===== config.mk =====
export PLATFORM = sky130hd
export DESIGN_NAME = div_issue_ctrl
export DESIGN_NICKNAME = d
export VERILOG_FILES = /design/src/rtl/div_pkg.sv /design/src/rtl/div_special_detect.sv /design/src/rtl/div_issue_ctrl.sv
export SDC_FILE = /design/constraint.sdc
export NUM_CORES = 1
export LEC_CHECK = 0
export BUFFER_PORTS_ARGS = -buffer_cell sky130_fd_sc_hd__buf_4
export CAP_MARGIN = 20
export CORE_ASPECT_RATIO = 0.6
export CORE_UTILIZATION = 45
export DETAILED_ROUTE_END_ITERATION = 6
export PLACE_DENSITY = 0.8
export SLEW_MARGIN = 20
export SYNTH_ARGS = -nofsm -noshare
export SYNTH_HDL_FRONTEND = slang
export SYNTH_HIERARCHICAL = 1
export SYNTH_SLANG_ARGS = --single-unit

===== constraint.sdc =====
create_clock -name clk -period 2.3 [get_ports clk]
set_clock_uncertainty 0.2 [all_clocks]
set_input_delay 0.23 -clock clk [delete_from_list [all_inputs] [get_ports clk]]
set_output_delay 0.23 -clock clk [all_outputs]
set_load 0.02 [all_outputs]

===== src/rtl/div_pkg.sv =====
// div_pkg: shared op encodings, one-hot FSM states and special-case constants
// for the divider issue controller.
package div_pkg;
   localparam logic [1:0] OP_DIV  = 2'b00;
   localparam logic [1:0] OP_MOD  = 2'b01;
   localparam logic [1:0] OP_DIVU = 2'b10;
   localparam logic [1:0] OP_MODU = 2'b11;
   localparam logic [3:0] ST_IDLE  = 4'b0001;
   localparam logic [3:0] ST_ISSUE = 4'b0010;
   localparam logic [3:0] ST_WAIT  = 4'b0100;
   localparam logic [3:0] ST_DONE  = 4'b1000;
   typedef enum logic [3:0] {
      IDLE  = ST_IDLE,
      ISSUE = ST_ISSUE,
      WAIT  = ST_WAIT,
      DONE  = ST_DONE
   } state_t;
   localparam logic [31:0] QUO_ALL_ONES = 32'hFFFF_FFFF;
   localparam logic [31:0] INT_MIN      = 32'h8000_0000;
endpackage


===== src/rtl/div_special_detect.sv =====
// div_special_detect: flags divide-by-zero and signed overflow and forms the
// architectural result for them so the core can be skipped.
// Ports: op/src1/src2 request fields in; hit = special case, result = value
// to write back when hit.
module div_special_detect
   import div_pkg::*;
(
   input  logic [1:0]  op,
   input  logic [31:0] src1,
   input  logic [31:0] src2,
   output logic        hit,
   output logic [31:0] result
);
   logic zero, ovf, rem;
   always_comb begin
      zero   = src2 == '0;
      ovf    = (op == OP_DIV || op == OP_MOD) && src1 == INT_MIN && src2 == QUO_ALL_ONES;
      rem    = op == OP_MOD || op == OP_MODU;
      hit    = zero | ovf;
      result = zero ? (rem ? src1 : QUO_ALL_ONES) : (rem ? '0 : INT_MIN);
   end
endmodule


===== src/rtl/div_issue_ctrl.sv =====
// div_issue_ctrl: issues one divide/modulo request to the SRT divider core,
// waits for completion, selects quotient or remainder and holds it for writeback.
// Ports: req_* request handshake from execute, flush kills the in-flight op,
// div_* core launch/operands/results, res_* writeback handshake, busy = not idle.
// Build option: DIV_SPECIAL_BYPASS_EN resolves zero-divisor and signed overflow
// locally (straight to DONE) instead of sending them to the core.
module div_issue_ctrl
   import div_pkg::*;
#(
   parameter int TAG_W = 5
)(
   input  logic             clk,
   input  logic             rstn,
   input  logic             req_valid,
   output logic             req_ready,
   input  logic [1:0]       req_op,
   input  logic [31:0]      req_src1,
   input  logic [31:0]      req_src2,
   input  logic [TAG_W-1:0] req_tag,
   input  logic             flush,
   output logic             div_enable,
   output logic             div_sign_en,
   output logic [31:0]      div_op1,
   output logic [31:0]      div_op2,
   input  logic             div_ready,
   input  logic             div_complete,
   input  logic [31:0]      div_quo,
   input  logic [31:0]      div_rem,
   output logic             res_valid,
   input  logic             res_ready,
   output logic [31:0]      res_data,
   output logic [TAG_W-1:0] res_tag,
   output logic             busy
);
   state_t state, state_nx;
   logic [1:0] op;
   logic kill, accept, byp_hit;
   logic [31:0] byp_res;
`ifdef DIV_SPECIAL_BYPASS_EN
   div_special_detect u_detect (
      .op     (req_op),
      .src1   (req_src1),
      .src2   (req_src2),
      .hit    (byp_hit),
      .result (byp_res)
   );
`else
   assign byp_hit = 1'b0;
   assign byp_res = '0;
`endif
   assign accept = req_valid & req_ready;
   always_comb begin
      state_nx   = state;
      req_ready  = 1'b0;
      div_enable = 1'b0;
      res_valid  = 1'b0;
      busy       = 1'b1;
      case (state)
         IDLE: begin
            busy      = 1'b0;
            req_ready = ~flush;
            if (req_valid & ~flush) state_nx = byp_hit ? DONE : ISSUE;
         end
         ISSUE: begin
            div_enable = div_ready & ~flush;
            state_nx   = flush ? IDLE : div_ready ? WAIT : ISSUE;
         end
         // the core cannot be aborted: a flush here only marks the result dead
         WAIT: if (div_complete) state_nx = (kill | flush) ? IDLE : DONE;
         DONE: begin
            res_valid = 1'b1;
            if (flush | res_ready) state_nx = IDLE;
         end
         default: state_nx = IDLE;
      endcase
   end
   always_ff @(posedge clk or negedge rstn)
      if (!rstn) state <= IDLE;
      else       state <= state_nx;
   always_ff @(posedge clk or negedge rstn)
      if (!rstn) begin
         op          <= OP_DIV;
         div_sign_en <= 1'b0;
         div_op1     <= '0;
         div_op2     <= '0;
         res_tag     <= '0;
         res_data    <= '0;
         kill        <= 1'b0;
      end else begin
         if (accept) begin
            op          <= req_op;
            div_sign_en <= req_op != OP_DIVU && req_op != OP_MODU;
            div_op1     <= req_src1;
            div_op2     <= req_src2;
            res_tag     <= req_tag;
            if (byp_hit) res_data <= byp_res;
         end
         if (state == WAIT && div_complete && !(kill | flush))
            res_data <= (op == OP_MOD || op == OP_MODU) ? div_rem : div_quo;
         kill <= state == WAIT && !div_complete && (kill | flush);
      end
endmodule


==> impl_metrics.py <==
metrics = {
    "die": {
        "die_area_um2": 10920,
        "io_pins": 248,
        "core_area_um2": 10020,
        "row_count": 28,
        "die_w_um": 134.2,
        "die_h_um": 81.34,
        "start_util": 0.4712,
    },
    "global_route": {
        "grt_busiest_layer": "met2",
        "grt_usage": 0.2452,
        "antenna_found_initial": 0,
        "grtUsageMet1": 0.2706,
        "grt_max_degree": 53,
        "grt_pass1_vias": 3977,
        "grtUsageMet3": 0.06866,
        "gr-usage-met2": 0.4549,
        "grt_pass1_wl_mm": 20.18,
        "overflow": 0,
    },
    "cts": {
        "clockBufferDepth": 2,
        "cts_max_level": 3,
        "clk_latency_ns": 0.34,
        "cts.root.buffer_cell": "clkbuf_16",
        "tritoncts": "built",
        "cts_buffers": 9,
        "cts_sinks": 108,
        "clkSlewWorstSetupHoldPaths_ns": 0.07,
    },
    "run": {
        "cap_violations": 0,
    },
    "sta": {
        "worst_slew_pin_slew_ns": 0.5163,
        "hold_viol_final": 0,
        "fin_ws_ns": 0.05847,
        "finalSetupTns_ns": 0,
        "drv_slew": 0,
        "max_freq_mhz": 446.1,
        "hold-worst-slack_ns": 0.03535,
        "period_needed_ns": 2.242,
        "max-slew-margin-rel": 0.6509,
        "finalSetupViolCount": 0,
        "period_share": 0.9746,
        "rsz0062_at_grt": "false",
    },
    "yosys": {
        "synth.distinct_cells": 27,
        "syn_nets": 429,
        "syn_area_per_cell_um2": 16.45,
        "netlist_area_um2": 4721,
        "ys_warn_count": 6,
        "syn_inst": 287,
        "ys_seq_area_frac": 0.5728,
        "synth-seq-cells": 108,
    },
    "power_and_ir_drop": {
        "power.switching_mw": 3.016,
        "p_int_mw": 5.691,
        "total_power_mw": 8.707,
        "power_density_nw_per_um2": 1123,
        "combPwrFrac": 0.469,
        "p_seq_frac": 0.354,
        "p_leak_nw": 3.883,
        "pwr-share-clk": 0.177,
        "ir_drop_uv": 803.7,
        "p_sw_frac": 0.3464,
    },
    "run_status": {
        "status": "complete, no violations",
    },
    "setup_path": {
        "critPathKind": "register to output pin",
        "cp-start-kind": "register",
        "arrival_ns": 1.81,
        "r2r-end": "div_op1[16]$_DFFE_PN0P_",
        "critPathMaxStageDelay_ns": 0.63,
        "crit_path_cell_trace": "or4b_2 > nor2_1 > buf_4",
        "crit_required_ns": 1.87,
        "critical_path.slowest_cell": "or4b_2",
        "crit_family": "simple AND/OR/NAND/NOR gates",
        "reg2reg_slack_ns": 0.15,
        "r2r_cells": 5,
        "r2r-start": "state[0]$_DFFE_PN1P_",
        "cp-startpoint": "state[0]$_DFFE_PN1P_",
        "cp-end-kind": "output pin",
        "crit_buf_inv": 1,
        "critPathMaxFanout": 6,
    },
    "route": {
        "ant_nets": 0,
        "finalWirelength_mm": 13.25,
        "avgRoutedWirePerCell_um": 17.62,
        "drt_iter0_drc": 69,
        "drt_pass1_iterations": 4,
        "num_vias": 3638,
        "route.detailed.drc": 0,
        "vias_per_cell": 4.838,
    },
    "finish": {
        "diodes": 0,
        "fin_cells": 752,
        "drive_gt1_frac": 0.6596,
        "area_growth_pct": 64.27,
        "num-nets-final": 754,
    },
    "placed_design": {
        "place_ws_ns": 0.2425,
        "io_buffers": 247,
        "gp_congestion": 0.7968,
        "dpl.hpwl_mm": 8.433,
        "placedCellCount": 659,
    },
    "hold_path": {
        "holdPathEnd": "kill$_DFF_PN0_",
        "hp-start": "flush",
        "hold_path_depth": 3,
        "hp-class": "primary input to register",
    },
}
==> flip-flops by register name, indices dropped and copies added, names as in the netlist <==
signal and cells:
op 1, div_op1 32, kill 1, div_op2 32, res_tag 5, state 4
div_sign_en 1, res_data 32
==> worst min-delay path: stages <==
cell	delay, ns
buf_4	0.14
nor2_1	0.07
nor2_1	0.10
==> synthesized netlist by cell type <==
cell type  instances  area, um^2
a211oi_1           1       7.510
a21boi_0           1       7.510
a21oi_1            1       5.000
and3_1             1       6.260
buf_2              4       20.02
buf_6              7       78.83
clkbuf_1           5       18.77
dfrtp_1          107        2678
dfstp_2            1       26.28
inv_1              3       11.26
mux2_1             1       11.26
mux2_2            83       934.7
mux2_4            50       750.7
mux2i_1            1       10.01
nand2_1            2       7.510
nand2b_1           3       18.77
nand3_1            1       5.000
nand3b_1           1       7.510
nor2_1             4       15.01
nor2b_1            1       6.260
nor3_1             1       5.000
nor3b_1            1       7.510
nor4_4             1       21.27
nor4b_1            3       26.28
nor4b_2            1       15.01
o311a_1            1       10.01
or4b_2             1       10.01
==> routing by layer <==
layer  wire, um  vias up
met5          0        -
met1       5057     1784
met2       6927      159
met4        363        0
li1           -     1665
met3        902       30
==> cells by family after synthesis <==
family / count (synthesis) / share of synthesized area
flip-flops: 108 / 0.5728
AND/OR/NAND/NOR: 21 / 0.03207
multiplexers: 135 / 0.3615
AO/OA/AOI/OAI: 4 / 0.006361
buffers and inverters: 19 / 0.02730
==> layout by cell type, fill, tap and decap left out, drive strengths merged, types with 2 or more instances in the layout <==
| cell type | instances |
|---|---|
| mux2 | 134 |
| nand2 | 2 |
| dfrtp | 107 |
| inv | 4 |
| buf | 255 |
| nand2b | 3 |
| nor2 | 4 |
| clkinv | 2 |
| clkbuf | 10 |
| nor4b | 4 |
| dlygate4sd3 | 75 |
| clkinvlp | 2 |
==> timing repair <==
item / CTS / global route
endpoints found under the hold margin: 104 / 0
endpoints found under the setup margin: 0 / 1
resized for setup: 0 / 0
hold buffers: 75 / 0
setup buffers: 0 / 2
==> power by group through the flow <==
stage	clock network, mW	registers, mW	logic, mW
after floorplan	0	3.89	1.47
after global placement	0	3.06	3.84
after detailed placement	0	3.08	3.93
after CTS	1.58	3.07	4.05
after global routing	1.66	3.17	4.28
final	1.54	3.09	4.08
==> final cells by class <==
| class | instances | area, um^2 |
|---|---|---|
| fillers | 587 | 2265 |
| repair buffers | 330 | 2690 |
| clock buffers | 10 | 229.0 |
| well taps | 135 | 168.9 |
| inverters | 3 | 11.26 |
| flip-flops and latches | 108 | 2704 |
| multi-input cells | 160 | 1888 |
| clock inverters | 6 | 63.81 |
==> through the flow <==
step | cell area (um^2) | util
2_1_floorplan | 4721 | -
3_3_place_gp | 6696 | 0.6683
3_5_place_dp | 6696 | 0.6683
4_1_cts | 7740 | 0.7725
5_1_grt | 7755 | 0.7740
6_report | 7755 | 0.7740
==> worst max-delay path by stage <==
stage	cells after the start	to	slack, ns
2_1_floorplan	4	div_op1[10]$_DFFE_PN0P_	0.26
3_3_place_gp	4	div_op1[17]$_DFFE_PN0P_	0.28
3_5_place_dp	4	div_op1[1]$_DFFE_PN0P_	0.24
4_1_cts	3	req_ready	0.03
5_1_grt	3	req_ready	0.003
6_report	3	req_ready	0.06
Power figures use the tool's default switching activity.
